===== config.mk =====
export PLATFORM = sky130hd
export DESIGN_NAME = regfile_wb_ctrl
export DESIGN_NICKNAME = d
export VERILOG_FILES = /design/src/rtl/regfile_wb_ctrl.sv
export SDC_FILE = /design/constraint.sdc
export NUM_CORES = 1
export LEC_CHECK = 0
export ABC_AREA = 1
export ABC_CLOCK_PERIOD_IN_PS = 2600
export BUFFER_PORTS_ARGS = -buffer_cell sky130_fd_sc_hd__buf_2
export CELL_PAD_IN_SITES_DETAIL_PLACEMENT = 1
export CELL_PAD_IN_SITES_GLOBAL_PLACEMENT = 1
export CORE_MARGIN = 8
export CORE_UTILIZATION = 30
export DETAILED_ROUTE_END_ITERATION = 16
export GPL_TIMING_DRIVEN = 0
export PLACE_DENSITY_LB_ADDON = 0.2
export SLEW_MARGIN = 20
export SYNTH_ARGS = -nofsm -noshare
export SYNTH_HDL_FRONTEND = slang
export SYNTH_SLANG_ARGS = --single-unit

===== constraint.sdc =====
create_clock -name clk -period 2.6 [get_ports clk]
set_input_delay 0.52 -clock clk [delete_from_list [all_inputs] [get_ports clk]]
set_output_delay 0.52 -clock clk [all_outputs]
set_load 0.05 [all_outputs]

===== src/rtl/regfile_wb_ctrl.sv =====
// Write-back controller for the 32x32 register file.
// Shares the single regfile write port between the execute and load/store result
// streams (round-robin on conflict), registers the write, and tracks pending
// destination registers in a scoreboard that raises `hazard` to stall issue.
// Optional feature macro: WB_BYPASS_EN forwards the in-flight write to the decode
// operands and lets a reader of the committing register issue without stalling.
module regfile_wb_ctrl #(
  parameter int unsigned WIDTH = 32,
  parameter int unsigned DEPTH = 32,
  parameter int unsigned AW    = $clog2(DEPTH)
) (
  input  logic             clk,
  input  logic             rst,
  input  logic             iss_valid,
  input  logic [AW-1:0]    iss_rd,
  input  logic [AW-1:0]    rs1_addr,
  input  logic [AW-1:0]    rs2_addr,
  output logic             hazard,
  input  logic             exe_valid,
  input  logic [AW-1:0]    exe_addr,
  input  logic [WIDTH-1:0] exe_data,
  output logic             exe_ready,
  input  logic             lsu_valid,
  input  logic [AW-1:0]    lsu_addr,
  input  logic [WIDTH-1:0] lsu_data,
  output logic             lsu_ready,
  output logic             rf_we,
  output logic [AW-1:0]    rf_addr,
  output logic [WIDTH-1:0] rf_din,
  input  logic [WIDTH-1:0] rf_rdata0,
  input  logic [WIDTH-1:0] rf_rdata1,
  output logic [WIDTH-1:0] rs1_data,
  output logic [WIDTH-1:0] rs2_data
);

  typedef enum logic {GrantExe = 1'b0, GrantLsu = 1'b1} grant_e;

  grant_e           last_grant_q;
  logic [DEPTH-1:0] busy_q;
  logic [DEPTH-1:0] busy_d;
  logic [DEPTH-1:0] busy_eff;

  // Round-robin grant: on conflict the requester not granted last wins.
  always_comb begin
    exe_ready = 1'b0;
    lsu_ready = 1'b0;
    if (rst) begin
      if (exe_valid && lsu_valid) begin
        if (last_grant_q == GrantExe) lsu_ready = 1'b1;
        else                          exe_ready = 1'b1;
      end else begin
        exe_ready = exe_valid;
        lsu_ready = lsu_valid;
      end
    end
  end

  // Registered write stage; an accepted write to x0 is consumed but never enabled.
  always_ff @(posedge clk) begin
    if (!rst) begin
      rf_we        <= 1'b0;
      rf_addr      <= '0;
      rf_din       <= '0;
      last_grant_q <= GrantExe;
    end else if (exe_ready) begin
      rf_we        <= (exe_addr != '0);
      rf_addr      <= exe_addr;
      rf_din       <= exe_data;
      last_grant_q <= GrantExe;
    end else if (lsu_ready) begin
      rf_we        <= (lsu_addr != '0);
      rf_addr      <= lsu_addr;
      rf_din       <= lsu_data;
      last_grant_q <= GrantLsu;
    end else begin
      rf_we        <= 1'b0;
    end
  end

  // Busy view used for stall decisions; with bypass the committing register is free.
  always_comb begin
    busy_eff = busy_q;
`ifdef WB_BYPASS_EN
    if (rf_we) busy_eff[rf_addr] = 1'b0;
`endif
  end

  // Stall on RAW (either source) or WAW (destination) against a pending write.
  assign hazard = iss_valid && rst &&
                  (busy_eff[rs1_addr] | busy_eff[rs2_addr] | busy_eff[iss_rd]);

  // Operand selection for decode.
`ifdef WB_BYPASS_EN
  assign rs1_data = (rf_we && rf_addr == rs1_addr && rs1_addr != '0) ? rf_din : rf_rdata0;
  assign rs2_data = (rf_we && rf_addr == rs2_addr && rs2_addr != '0) ? rf_din : rf_rdata1;
`else
  assign rs1_data = rf_rdata0;
  assign rs2_data = rf_rdata1;
`endif

  // Scoreboard next state: clear on commit, then set on issue so set wins a collision.
  always_comb begin
    busy_d = busy_q;
    if (rf_we) busy_d[rf_addr] = 1'b0;
    if (iss_valid && !hazard && iss_rd != '0) busy_d[iss_rd] = 1'b1;
    busy_d[0] = 1'b0;
  end

  // Scoreboard state; pending entries are dropped on reset.
  always_ff @(posedge clk) begin
    if (!rst) busy_q <= '0;
    else      busy_q <= busy_d;
  end

endmodule


==> impl_metrics.toml <==
[synth]
synth_area_sq_mm = 0.004841
synth-edff-count = 0
synth_top_area_cell = "dfxtp_1"
async_flop_share_pct = 0
yosys_warnings = 0
synth.avg_cell_area_sq_um = 6.752
synth_area_leaders = "dfxtp_1 29%, nand2_1 15%, buf_4 10%"
yosysTopAreaCellShare_pct = 28.95
syn_nets = 875
ys.flop_type = "dfxtp_1"
syn_inst = 717
ys_types = 30
ys_ff_latch = 70
ys_seq_area_share_pct = 28.95

[layout]
num_antenna_cells = 0
fin_area_sq_mm = 0.006445
final_core_util_pct = 40.72
areaGrowthSynthToFinish_pct = 33.14
finalNonFillerCells = 1144
drive_above_1_share_pct = 39.22
finalNetCount = 1082

[placed_design]
portBuffers = 194
placed_area_sq_mm = 0.006082
place_inst = 1127
hpwl_mm = 16.08
gp_congestion = 0.8003

[floorplan]
core-area_sq_mm = 0.01583
initial_core_util_pct = 30.58
die_h_um = 143.0
num_rows = 46
die_width_um = 143.0
dieArea_sq_mm = 0.02046
io_pins = 263

[drt]
vias = 5429
routedWlPerCell_um = 17.01
ant_nets = 0
drtIter0Drc = 235
routed_wirelength_mm = 19.46
viasPerCell = 4.746
drt_first_pass_iters = 4
drc = 0

[clock_tree]
clkLatencyLatePin_ns = 0.35
cts_buffer_depth = 2
cts_tree = "built"
clk_pin_slew_worst_paths_ns = 0.05
root_buffer = "clkbuf_16"
cts_max_level = 3
clock-sinks = 70
cts_buffers = 9

[sta]
finalSetupTns_ns = 0
max_freq_mhz = 385.5
layout_min_cycle_time_ns = 2.594
fin_skew_ns = 0.01013
fin_crit_sh_pct = 99.77
hold_viol = 0
grt_setup_unrepaired = "true"
slew_violations = 0
tightest_slew_ns = 0.7685
slew_headroom_pct = 48.77
whs_ns = 0.4052
final-setup-viol-count = 0

[grt]
track_usage_pct = 18.85
grt_start_max_net_pins = 12
overflow = 0
grt_pass1_vias = 5754
antenna_found_initial = 3
grt_pass1_wl_mm = 30.42

[power_and_ir_drop]
leakage_nw = 2.906
ir_worst_vdd_mv = 0.4122
p_per_area_mw_per_mm2 = 526.0

[worst_setup_path]
critPathMaxFanout = 10
end_kind = "output port"
cp_data_required_time_ns = 2.08
crit_start = "iss_rd[2]"
worstPathArrival_ns = 2.07
worst-setup-path-type = "in -> out"
start_kind = "input port"
reg2reg_from = "last_grant_q"

[hold_path]
hold_start = "exe_valid"
hold_class = "in -> reg"

[run_status]
outcome = "finished clean"

[flow_run]
cap_violations = 0
## through the flow
step	setup WS (ns)	power [mW]
after detailed placement	-0.2127	2.161
after global routing	-0.06408	3.543
after floorplan	0.1994	1.882
after global placement	-0.2184	2.154
after CTS	0.008338	3.417
final	0.006013	3.390
## routing by layer
metal  part of all wire [%]  vias up  global-route usage [%]
met4                    1.1        6                   4.362
met5                   0.18        -                       0
li1                       -     2711                       -
met1                     43     2516                   22.29
met3                    8.6       21                   7.446
met2                     47      175                   31.32
## worst max-delay path, stage by stage
cell	delay (ns)
buf_2	0.11
inv_1	0.13
nand3_1	0.35
a21oi_2	0.23
nor2_1	0.07
nand2_1	0.06
nor2_1	0.05
nand3_2	0.10
nand2_4	0.07
buf_12	0.14
inv_1	0.05
buf_4	0.19
## registers in the layout (all words and copies together), names as in the netlist
name,flops
busy_eff,31
last_grant_q,1
rf_addr,5
rf_din,32
rf_we,1
## final timing paths
kind,to,slack [ns],cells past startpoint
max,hazard,0.006,12
min,last_grant_q,0.41,2
max reg2reg,rf_addr[4],0.54,10
min reg2reg,rf_din[30],0.47,2
## cell families after synthesis
kind of cell    count (synthesis)  share of synthesized area (%)
compound gates                115                          15.87
buf+inv                       166                          19.98
flops                          70                          28.95
simple gates                  366                          35.20
## report_power, final
group	internal, mW	switching, mW	leakage (nW)	total (mW)
Clock	0.760	0.481	0.141	1.24
Sequential	1.12	0.0345	0.571	1.16
Combinational	0.299	0.693	2.19	0.992
Total	2.18	1.21	2.91	3.39
## synthesized netlist by cell type, types with 8 or more instances
library cell  count
buf_4            66
nand3_1          72
a21oi_2          30
clkbuf_1         16
o21ai_0          32
inv_1            65
dfxtp_1          70
nand2_1         198
o211ai_1          8
a31oi_1          34
nor2_1           44
nand3_2          30
## cells in the final DEF, fill, tap and decap left out, types with 3 or more instances in the layout
cell and count:
a21oi_1 3, dfxtp_1 70, o211ai_1 8, buf_12 3
inv_1 65, buf_4 70, a221oi_1 3, buf_6 6
clkbuf_1 16, a21oi_2 30, nand3_2 30, o21ai_1 3
o21ai_0 32, nor3_1 6, a31oi_1 34, nand2_1 198
nand3_1 72, buf_2 194, clkbuf_16 9, nor2_1 44
nand4_1 5
## area by class of cell
type | instances | area (sq um)
flip-flops and latches | 70 | 1401
fillers | 2129 | 9383
plain buffers | 96 | 720.7
inverters | 70 | 267.8
clock buffers | 11 | 242.7
repair buffers | 196 | 993.5
well taps | 216 | 270.3
clock inverters | 4 | 47.55
multi-input cells | 481 | 2501
## what timing repair did
action / in CTS / in global routing
hold endpoints to repair: 0 / 0
pin swaps: 1 / 0
endpoints found under the setup margin: 1 / 2
gates resized for setup: 9 / 11
cloned: 0 / 1
hold buffers: 0 / 0
buffers inserted: 1 / 0
Note: power is estimated with default switching activity, not from simulation.
